$ cat src/rtl/encoder42_hs_pkg.sv
// Shared definitions for the edge-capturing priority encoder:
// default sizes, a ceiling-log2 helper and the FSM state codes.
package encoder42_hs_pkg;

    function automatic int clog2(input int value);
        int result;
        result = 0;
        while ((1 << result) < value) begin
            result = result + 1;
        end
        return result;
    endfunction

    localparam int N_DEF = 4;
    localparam int W_DEF = 2;

    localparam logic [0:0] ST_IDLE  = 1'b0;
    localparam logic [0:0] ST_OFFER = 1'b1;

endpackage

$ cat src/rtl/encoder42_hs_if.sv
// Event-code delivery bus.
// Handshake: a code transfers on a rising clk edge where valid and ready are
// both 1; while valid=1 and ready=0, y holds stable. ovf is a one-cycle pulse.
interface encoder42_hs_if #(
    parameter int W = 2
);
    logic         valid;
    logic [W-1:0] y;
    logic         ovf;
    logic         ready;

    modport master (output valid, output y, output ovf, input ready);
    modport slave  (input valid, input y, input ovf, output ready);
endinterface

$ cat src/rtl/encoder42_hs_prio_enc_lsb.sv
// Combinational encoder returning the index of the lowest set bit of in_i.
module prio_enc_lsb #(
    parameter int N = 4,
    parameter int W = 2
) (
    input  logic [N-1:0] in_i,
    output logic [W-1:0] idx_o,
    output logic         any_o
);

    always_comb begin
        idx_o = '0;
        any_o = 1'b0;
        // Walk downward so the lowest set index is the last one written.
        for (int i = N - 1; i >= 0; i--) begin
            if (in_i[i]) begin
                idx_o = W'(i);
                any_o = 1'b1;
            end
        end
    end

endmodule

$ cat src/rtl/encoder42_hs.sv
// Captures rising edges on request lines into a pending set and delivers the
// lowest pending index, one code per handshake.
module encoder42_hs
    import encoder42_hs_pkg::*;
#(
    parameter int N = N_DEF,
    parameter int W = clog2(N)
) (
    input  logic                 clk,
    input  logic                 rst,
    input  logic [N-1:0]         req,
    encoder42_hs_if.master       bus,
    output logic [0:0]           dbg_state_o,
    output logic [N-1:0]         dbg_pending_o
);

    logic [N-1:0] req_q_q, req_q_d;
    logic [N-1:0] pending_q, pending_d;
    logic [W-1:0] y_q, y_d;
    logic         ovf_q, ovf_d;
    logic [0:0]   state_q, state_d;

    logic [N-1:0] rise;
    logic [N-1:0] clr;
    logic [N-1:0] nxt;
    logic         acc;
    logic [W-1:0] idx_pend, idx_nxt;
    logic         any_pend, any_nxt;

    assign acc  = (state_q == ST_OFFER) && bus.ready;
    assign rise = req & ~req_q_q;

    always_comb begin
        clr = '0;
        for (int i = 0; i < N; i++) begin
            clr[i] = acc && (y_q == W'(i));
        end
    end

    assign nxt       = pending_q & ~clr;
    assign req_q_d   = req;
    // A rise on a bit that is being cleared this cycle is a fresh event, not a loss.
    assign pending_d = nxt | rise;
    assign ovf_d     = |(rise & nxt);

    prio_enc_lsb #(.N(N), .W(W)) u_enc_pend (
        .in_i  (pending_q),
        .idx_o (idx_pend),
        .any_o (any_pend)
    );

    prio_enc_lsb #(.N(N), .W(W)) u_enc_nxt (
        .in_i  (nxt),
        .idx_o (idx_nxt),
        .any_o (any_nxt)
    );

    always_comb begin
        state_d = state_q;
        y_d     = y_q;
        case (state_q)
            ST_IDLE: begin
                if (any_pend) begin
                    y_d     = idx_pend;
                    state_d = ST_OFFER;
                end
            end
            ST_OFFER: begin
                // Same-cycle rises are not in nxt; they surface via IDLE.
                if (bus.ready) begin
                    if (any_nxt) begin
                        y_d = idx_nxt;
                    end else begin
                        state_d = ST_IDLE;
                    end
                end
            end
            default: state_d = ST_IDLE;
        endcase
    end

    always_ff @(posedge clk) begin
        if (rst) begin
            req_q_q   <= '1;
            pending_q <= '0;
            y_q       <= '0;
            ovf_q     <= 1'b0;
            state_q   <= ST_IDLE;
        end else begin
            req_q_q   <= req_q_d;
            pending_q <= pending_d;
            y_q       <= y_d;
            ovf_q     <= ovf_d;
            state_q   <= state_d;
        end
    end

    assign bus.valid     = (state_q == ST_OFFER);
    assign bus.y         = y_q;
    assign bus.ovf       = ovf_q;
    assign dbg_state_o   = state_q;
    assign dbg_pending_o = pending_q;

endmodule

$ cat src/flat_wrapper.sv
// flat-port wrapper written by rule: the top's interface ports become plain ports
module encoder42_hs_flat import encoder42_hs_pkg::*;
#(
    parameter int N = N_DEF,
    parameter int W = clog2(N)
)
  (clk, rst, req, dbg_state_o, dbg_pending_o, bus_valid, bus_y, bus_ovf, bus_ready);
  encoder42_hs_if #(.W(W)) bus_i ();
  input  logic clk;
  input  logic rst;
  input  logic [N-1:0] req;
  output logic [0:0] dbg_state_o;
  output logic [N-1:0] dbg_pending_o;
  output wire logic [$bits(bus_i.valid)-1:0] bus_valid;
  output wire logic [$bits(bus_i.y)-1:0] bus_y;
  output wire logic [$bits(bus_i.ovf)-1:0] bus_ovf;
  input wire logic [$bits(bus_i.ready)-1:0] bus_ready;
  assign bus_valid = bus_i.valid;
  assign bus_y = bus_i.y;
  assign bus_ovf = bus_i.ovf;
  assign bus_i.ready = bus_ready;
  encoder42_hs #(.N(N), .W(W)) u_core (.clk(clk), .rst(rst), .req(req), .bus(bus_i), .dbg_state_o(dbg_state_o), .dbg_pending_o(dbg_pending_o));
endmodule
$ cat config.mk
export PLATFORM = sky130hd
export DESIGN_NAME = encoder42_hs_flat
export DESIGN_NICKNAME = d
export VERILOG_FILES = /design/src/rtl/encoder42_hs_pkg.sv /design/src/rtl/encoder42_hs_if.sv /design/src/rtl/encoder42_hs_prio_enc_lsb.sv /design/src/rtl/encoder42_hs.sv /design/src/flat_wrapper.sv
export SDC_FILE = /design/constraint.sdc
export NUM_CORES = 1
export LEC_CHECK = 0
export CORE_MARGIN = 2
export CORE_UTILIZATION = 47
export DETAILED_ROUTE_END_ITERATION = 6
export DONT_BUFFER_PORTS = 1
export MAX_ROUTING_LAYER = met4
export PLACE_DENSITY = 0.58
export SLEW_MARGIN = 20
export SYNTH_ARGS = -nofsm -noshare
export SYNTH_HDL_FRONTEND = slang
export SYNTH_HIERARCHICAL = 1
export SYNTH_SLANG_ARGS = --single-unit
export TNS_END_PERCENT = 10
$ cat constraint.sdc
create_clock -name clk -period 3.3 [get_ports clk]
set_input_delay 0.66 -clock clk [delete_from_list [all_inputs] [get_ports clk]]
set_output_delay 0.66 -clock clk [all_outputs]
set_load 0.005 [all_outputs]
After elaboration in Yosys (flattened, before gate mapping)
Cells that the tools add are included.
- flip-flop bits (word level): 12
- input bits: 7
- output and inout bits: 9
- word-level logic and storage cells: 50
- equal/unequal tests: 6
- multiplexer cells: 24
- bitwise logic cells: 7
- reductions and logical operators: 8
- operators with widths (operator ; number):
    2-bit 2-to-1 mux ; 11
    4-bit AND ; 3
    1-bit 2-to-1 mux ; 11
    4-bit NOT ; 2
    1-bit logical AND ; 5
    2-bit == test (second input constant) ; 2
    2-bit != test (second input constant) ; 2
    4-bit bitwise OR ; 1
    2-bit case mux with 2 select lines ; 1
    4-bit OR reduction ; 1
    3-bit AND reduction ; 1
    2-bit by 1-bit == test with 1-bit output (second input constant) ; 1
    2-bit zero test ; 1
    2-bit by 1-bit != test with 1-bit output (second input constant) ; 1
    1-bit case mux with 2 select lines ; 1
    1-bit NOT ; 1

Logic depth before layout (Yosys ltp)
Gate-level depths: netlist (run 1).
- depth in word-level cells: 11
- depth in mapped cells: 8

Hierarchy
The synthesis (run 1) kept the hierarchy.
- by module, submodules not included (module ; instances ; cells an instance ; area an instance (um2)):
    encoder42_hs ; 1 ; 59 ; 559.3
    prio_enc_lsb ; 2 ; 7 ; 35.0

Least setup slack after synthesis (run 1)
No wires, ideal clock.
- path type: input port to flip-flop
- start: input bus_ready
- end: register u_core.y_q[0], in the netlist u_core/bus.y[0]
- setup time: 0.129 ns
- arrival: 1.541 ns
- required time: 3.171 ns
- setup slack: 1.631 ns
- cell stages on the path: 7
- path buffers: 0
- cell sequence: nand2_1 > o31a_1 > nor2_1 > nand2_1 > and3_1 > nor3_1 > nor3_1
- elaborated cells on any way between the ends: 21
- those cells by class: eq/ne (2); mux (11); bitwise (2); reduce/logical (6)
- RTL lines (element ; line ; text):
    start: declaration ; flat_wrapper.sv:17 ; input wire logic [$bits(bus_i.ready)-1:0] bus_ready;
    1-bit logical AND ; encoder42_hs.sv:30 ; assign acc = (state_q == ST_OFFER) && bus.ready;
    1-bit logical AND ; encoder42_hs.sv:36 ; clr[i] = acc && (y_q == W'(i));
    4-bit NOT ; encoder42_hs.sv:40 ; assign nxt = pending_q & ~clr;
    4-bit AND ; encoder42_hs.sv:40 ;
    named net u_core.nxt[0] ; encoder42_hs.sv:25 ; logic [N-1:0] nxt;
    1-bit 2-to-1 mux ; encoder42_hs_prio_enc_lsb.sv:16 ; if (in_i[i]) begin
    named net u_core.any_nxt ; encoder42_hs.sv:28 ; logic any_pend, any_nxt;
    2-bit != test (no line) ; n/a ;
    3-bit AND reduction (no line) ; n/a ;
    end signal: assignment ; encoder42_hs.sv:92 ; y_q <= y_d;
    end: declaration ; encoder42_hs.sv:19 ; logic [W-1:0] y_q, y_d;
The timed path passes the listed nets, and every way through them passes these cells. The select of a mux whose other input is x is not followed.
A chain may end at the register's enable or synchronous reset.

Worst setup path in the final report (run 1)
- start: register u_core.state_q, in the netlist u_core/bus.valid
- end: register u_core.y_q[0], in the netlist u_core/bus.y[0]
- elaborated cells on any way between the ends: 23
- those cells by class: eq/ne (3); mux (11); bitwise (3); reduce/logical (6)
- RTL lines (element ; line ; text):
    start: declaration ; encoder42_hs.sv:21 ; logic [0:0] state_q, state_d;
    start signal: assignment ; encoder42_hs.sv:94 ; state_q <= state_d;
    1-bit logical AND ; encoder42_hs.sv:30 ;
    1-bit logical AND ; encoder42_hs.sv:36 ;
    4-bit NOT ; encoder42_hs.sv:40 ;
    4-bit AND ; encoder42_hs.sv:40 ;
    named net u_core.nxt[0] ; encoder42_hs.sv:25 ;
    1-bit 2-to-1 mux ; encoder42_hs_prio_enc_lsb.sv:16 ;
    named net u_core.any_nxt ; encoder42_hs.sv:28 ;
    2-bit != test (no line) ; n/a ;
    3-bit AND reduction (no line) ; n/a ;
The timed path passes the listed nets, and every way through them passes these cells. The select of a mux whose other input is x is not followed.

==> results of run 1 <==
## worst max path at each step
stage	cells after the start	start	slack, ns	end
3_5_place_dp	7	u_core/bus.valid	1.47	u_core/bus.y[0]
6_report	7	u_core/bus.valid	1.46	u_core/bus.y[0]
3_3_place_gp	7	u_core/bus.valid	1.47	u_core/bus.y[0]
4_1_cts	7	u_core/bus.valid	1.46	u_core/bus.y[0]
5_1_grt	7	u_core/bus.valid	1.31	u_core/bus.y[0]
2_1_floorplan	7	bus_ready	1.63	u_core/bus.y[0]
## kinds of logic after synthesis
family	count (synthesis)	share of synthesized area, %
and+or+nand+nor	41	39.2
buffers and inverters	6	5.37
DFF	12	38.2
AOI/OAI and AO/OA	14	17.3
## critical path, delay by kind of cell, from the launching register on
family / cells / cell delay, ns
flip-flops: 1 / 0.62
AO/OA/AOI/OAI: 1 / 0.32
AND/OR/NAND/NOR: 6 / 0.79
## state kept, by name (all words and copies together), names as in the netlist
register and cells:
u_core/bus.valid 1, u_core/req_q_q 4, u_core/bus.ovf 1, u_core/bus.y 2, u_core/dbg_pending_o 4
## final cells by class
class,count,share of cell area (%)
Clock buffer,3,3.47
Sequential cell,12,37.1
Tap cell,15,2.90
Inverter,3,1.74
Multi-Input combinational cell,55,54.8
## cell usage in the layout, fill, tap and decap left out, types with 3 or more instances in the layout
cell type / n
inv_1: 3
or2_2: 4
o21a_1: 3
nor2b_1: 6
nor2_1: 7
dfxtp_1: 12
clkbuf_4: 3
nand2_1: 3
nor3_1: 6
## power by group
part | total (mW) | internal [mW] | switching (mW)
registers | 0.176 | 0.156 | 0.0197
clock network | 0.0851 | 0.0421 | 0.0429
logic | 0.0483 | 0.0266 | 0.0217
total | 0.309 | 0.225 | 0.0843
## through the flow
stage / hold slack [ns] / instances / setup slack (ns) / utilization (%)
after detailed placement: 0.536 / 85 / 1.47 / 49.3
after global routing: 0.443 / 88 / 1.31 / 51.1
after global placement: 0.531 / 85 / 1.47 / 49.3
after CTS: 0.450 / 88 / 1.46 / 51.1
final: 0.460 / 88 / 1.46 / 51.1
after floorplan: 0.509 / 73 / 1.63 / -
## routing by layer
metal | routed length [um] | up-vias | GRT usage, % | part of all wire, %
met4 | 14 | 0 | 7.50 | 1.2
met5 | 0 | - | - | 0
li1 | - | 264 | - | -
met2 | 531 | 14 | 29.0 | 44
met1 | 563 | 205 | 22.3 | 47
met3 | 88 | 2 | 9.44 | 7.4
==> results.txt, run 1 <==
Subtracting the final worst setup slack from the clock period gives 1.84 ns. The worst register-to-register path ends at u_core/bus.y[0]. The area occupied by registers came out at 240 um2. For this run, the leading register cell type out of synthesis is dfxtp_1.

The start of the worst register-to-register path is u_core/bus.valid. Power comes to 0.309 mW. The number of buffers inserted by port buffering is 0. The overall routed net length is 1.20 mm. The final-report hold violation count came out at 0.

The clock latency at the later pin of the worst-skew pair is 0.26 ns. The number of buffers added by the clock tree synthesis step is 3. The largest stage delay on the critical path is 0.62 ns. CTS placed an instance of clkbuf_4 at the clock tree root. The share of flip-flops with an asynchronous set or reset after synthesis came out at 0%. The length in cells of the worst reg-to-reg path came out at 7. Summing all placed instances gives a cell area of 626 um2.

The final layout contains 82 nets. The number of buffers on the longest clock path came out at 2. The TritonCTS clock tree is yes. The reg2reg setup slack came out at 1.46 ns. The remaining global-route overflow came out at 0. The number of diodes added for antenna fixing is 0.

The share of layout cells above drive strength 1 is 17.8%. The post-detailed-placement half-perimeter wirelength is 931 um. The net count after synthesis came out at 80.

The number of different library cells in the post-synthesis netlist is 30. At the pin with the least slew margin, the transition time is 0.474 ns. The initial antenna violation count is 0. The biggest area contributor in the post-synthesis netlist is dfxtp_1.

The final instance area is 648 um2. The width of the die came out at 40.6 um. The congestion estimate from routability-driven global placement came to 0.792. The largest clock skew in the final design came out at 0.00152 ns. The top fanout value on the critical path is 15.

The number of hold buffers added after CTS was 0. The via count of the first global-routing pass came out at 447. The total core area came out at 1270 um2. The overall die height came out at 40.6 um. For this run, the detailed router's first-pass iteration total came to 4. The count of boundary I/O pins is 16. The average size of a mapped cell is 8.62 um2. The clock-pin slew of the registers on the worst-case setup and hold paths came out at 0.07 ns. The number of buffers added for setup after CTS came out at 0. The total via count after detailed routing came out at 485. Global routing consumed, over all layers together, 19.5% of the routing resources.

Entering global routing, the biggest net connects 16 pins. The portion of synthesized cell area occupied by the leading cell type is 38.2%. For this design the ratio of total power to cell area is 477 nW/um2. The critical path in this run is classified as register to register. The cell count after synthesis is 73. Setup repair after global routing left no endpoint under its margin.

The worst path uses 55.7% of the clock period. The count of filler cells inserted in the layout is 115. The flow ran to the end, and the final reports show no timing, DRC or antenna violations.

STA classifies the critical path endpoint as a register. The worst hold path depth came out at 1. The worst hold path terminates at u_core/dbg_pending_o[1]. The sequential-to-total area share from yosys stat is 38.2%. After synthesis the netlist holds a flip-flop and latch count of 12. The worst-case vdd ir drop is 0.000345 V.

The worst hold path class is input pin to register. Data arrives at the worst endpoint at 1.99 ns. The number of H-tree branching levels came out at 1.

The largest individual stage delay along the critical path comes from the cell dfxtp_1. The count of yosys warnings during synthesis is 6. Traced cell by cell, the critical path runs through nand2_1 > o31a_1 > nor2_1 > nand2_1 > and3_1 > nor3_1 > nor3_1. The clock net sink count is 12.

The post-route antenna net violation count came out at 0. The area of the mapped netlist is 629 um2. The multi-input logic area came out at 355 um2. The number of flops mapped to enable cells by yosys came out at 0. After detailed routing, the number of vias per cell comes to 5.51. By instance count, the leading cell after synthesis is dfxtp_1.

The kind of launch point of the worst setup path is a register. The total count of max-transition violations in the final report is 0. Timing would allow up to 544 MHz. The final setup violation count is 0. The number of design rule violations left after detail routing came out at 0.

The first global-routing pass estimated 1.97 mm of wire. At the worst endpoint, the required time is 3.45 ns. The initial core utilization came out at 49.6%. The cell row count came out at 13. For this design the static power due to leakage is 0.246 nW. In the final routed layout, each cell accounts on average for 13.6 um. Gates resized during post-CTS repair numbered 0. The startpoint identified for the worst hold timing path is rst.

The post-synthesis to final-layout area growth is 2.98%. By count the netlist is led by 12 x dfxtp_1, 7 x nor2_1, 6 x nor2b_1, 6 x nor3_1, 4 x or2_2. The floorplan step defined a die boundary enclosing 1650 um2.

The remaining max-slew budget at the tightest pin came out at 68.3%. After synthesis, the cell types taking the most area are dfxtp_1 38%, nor2b_1 6.0%, nor3_1 4.8%. In this run, the number of DRC markers left after iteration 0 of detailed routing was 15.

The max capacitance violation total came out at 0. Adding up every negative setup slack in the final design gives 0 ns.
(Power assumes the default switching activity.)
==> inputs of run 2 (changes only) <==
Clock period 3.3 ns to 1.7 ns, I/O delays scaled along.
==> run 2 against run 1 <==
Clock power grew to 2.6 times the previous value; worst hold slack worse by 0.33 ns; cell count is 3.4% higher; register-to-register slack worse by 1.3 ns; routed wire length is 8.1% higher; core utilization is 3.1 points higher; fmax is 18% higher; total power is 120% higher; non-clock buffer count is 2 higher; die area stayed put; sequential share of layout area is 1.5 points lower; via count is 9.1% higher; largest cell class unchanged.
==> results.txt, run 2 (synthesized netlist as in run 1, its figures left out) <==
The endpoint arrival time on the critical path came out at 1.72 ns. The worst path required time is 1.86 ns. The endpoint identified for the worst register-to-register timing path is u_core/bus.y[0]. The power density over cell area came out at 979 nW/um2.

The die footprint came out at 1650 um2. At the end of routability-driven placement, the weighted congestion stood at 0.792. The worst hold path depth is 1. The critical path is of the register to register type.

The number of H-tree branching levels came out at 1. The global-route usage over all layers came out at 19.3%. The worst hold path terminates at u_core/bus.valid.

The start of the worst register-to-register path is u_core/bus.y[0]. The clock latency at the later pin of the worst-skew pair came out at 0.27 ns. The total count of max-transition violations in the final report is 0. The via density per instance is 5.81.

The number of violations reported at the end of detailed-routing iteration 0 is 22. The area growth from synthesis to layout is 9.15%. The smallest clock period supported by the final layout is computed as 1.56 ns. The remaining global-route overflow is 0. The via count of the first global-routing pass was 450. The overall routed net length came out at 1.29 mm. The floorplan has 13 rows.

Static timing analysis puts the maximum clock frequency at 641 MHz. The number of buffers added for setup after CTS is 0. The min-delay analysis places its worst path in the category input pin to register. Setup repair after global routing left no endpoint under its margin. Summing over every cut layer, the via total after detailed routing is 529. In this run the tightest slew margin relative to its limit is 79.1%. The worst setup path is captured at a register. The clock net sink count came out at 12. The largest clock skew in the final design came out at 0.00210 ns. STA classifies the critical path startpoint as a register.

The max capacitance violation total is 0. The number of design rule violations left after detail routing came out at 0. The final setup violation count came out at 0. The initial antenna violation count is 0. In the final timing run, aggregate negative setup slack is 0 ns.

Pin placement for this block handled 16 I/O pins. The library cell used most frequently in the layout, excluding fill and tap cells, is dfxtp_1. The number of buffers added to fix hold violations after cts came out at 0. Of all nets on the critical path, the largest fanout is 7. The overall power consumption came out at 0.672 mW. The share of layout cells above drive strength 1 came out at 26.3%.

The final-report hold violation count came to 0. Measured in cells, the most critical reg-to-reg path has a length of 7. The global-route wire length before repair came out at 1.98 mm.

At the end of the flow, the number of nets in the layout was 84. The run finished with clean final reports. Entering global routing, the biggest net connects 12 pins.

Clock-pin slew was measured on the worst setup and hold paths at 0.08 ns. Input and output buffers added on the ports amount to 0. Across the VDD grid, the largest voltage drop is 0.000488 V. From bottom edge to top edge, the die measures 40.6 um.

The startpoint of the tightest hold check path is rst. The total core area came out at 1270 um2. The reg2reg setup slack is 0.14 ns. For this design the static power due to leakage is 0.266 nW. After layout, the worst path uses 91.7% of the clock period. The number of buffers added by the clock tree synthesis step is 3. The filler cells instantiated in the layout total 119.

TritonCTS built the clock tree. The number of buffers on the longest clock path is 2. The post-CTS resize count came out at 0. The first TritonRoute pass finished after 4 iterations. The width of the die came out at 40.6 um. The number of diodes added for antenna fixing came out at 0. The initial core utilization is 49.6%. The wire length per cell came out at 14.2 um.

The transition at the pin with the smallest max-transition slack is 0.310 ns. The tree is rooted in a clkbuf_4. In the layout the commonest cells are 9 x dfxtp_1, 7 x nor2_1, 6 x nor2b_1, 6 x nor3_1, 4 x or2_2. The detail route stage leaves a number of antenna-violating nets equal to 0.
-- run 2: worst max-delay path, cell delays in order, from the launching register on --
cell,delay [ns]
dfxtp_2,0.36
nand4b_1,0.21
and2_4,0.20
nor2_1,0.14
nand2_1,0.11
and3_1,0.20
nor3_1,0.16
nor3_1,0.07
-- run 2: area by class of cell --
type,count,area (um2),share of cell area (%)
clock buffer,4,36.3,5.28
tap,15,18.8,2.73
inverter,3,11.3,1.64
multi-input combinational,55,362,52.6
sequential,12,244,35.5
timing repair buffer,2,15.0,2.19
-- run 2: worst max-delay path by stage --
stage                           end  slack, ns  depth (start not counted)        startpoint
floorplan           u_core/bus.y[0]       0.18                          8  u_core/bus.valid
global placement    u_core/bus.y[0]       0.10                          7   u_core/bus.y[1]
detailed placement  u_core/bus.y[0]       0.08                          7   u_core/bus.y[1]
CTS                 u_core/bus.y[0]       0.07                          7   u_core/bus.y[1]
global route        u_core/bus.y[1]      0.003                          7   u_core/bus.y[1]
finish              u_core/bus.y[0]       0.14                          7   u_core/bus.y[0]
-- run 2: layer usage --
metal,GRT usage (%),part of all wire [%]
met5,-,0
met3,7.22,11
met1,22.5,43
met4,10.0,0.46
met2,28.6,46
-- run 2: per-stage QoR --
stage / utilization, % / instances / setup slack (ns) / hold WS (ns) / cell area (um2)
4_1_cts: 53.4 / 91 / 0.0652 / 0.120 / 677
2_1_floorplan: - / 73 / 0.183 / 0.447 / 629
3_5_place_dp: 50.5 / 87 / 0.0811 / 0.416 / 641
6_report: 54.1 / 91 / 0.140 / 0.129 / 687
3_3_place_gp: 50.5 / 87 / 0.101 / 0.416 / 641
5_1_grt: 54.1 / 91 / 0.00272 / 0.109 / 687
-- run 2: where the power goes --
part	leakage, nW	switching, mW	internal, mW
sequential	0.100	0.0294	0.306
clock	0.0210	0.0930	0.130
combinational	0.145	0.0555	0.0589
total	0.266	0.178	0.495
==> inputs of run 3 (changes only) <==
Settings changed: TNS_END_PERCENT 10 to 100.
==> results of run 3 <==
The final DEF is identical to that of run 2; final timing and power are the same.
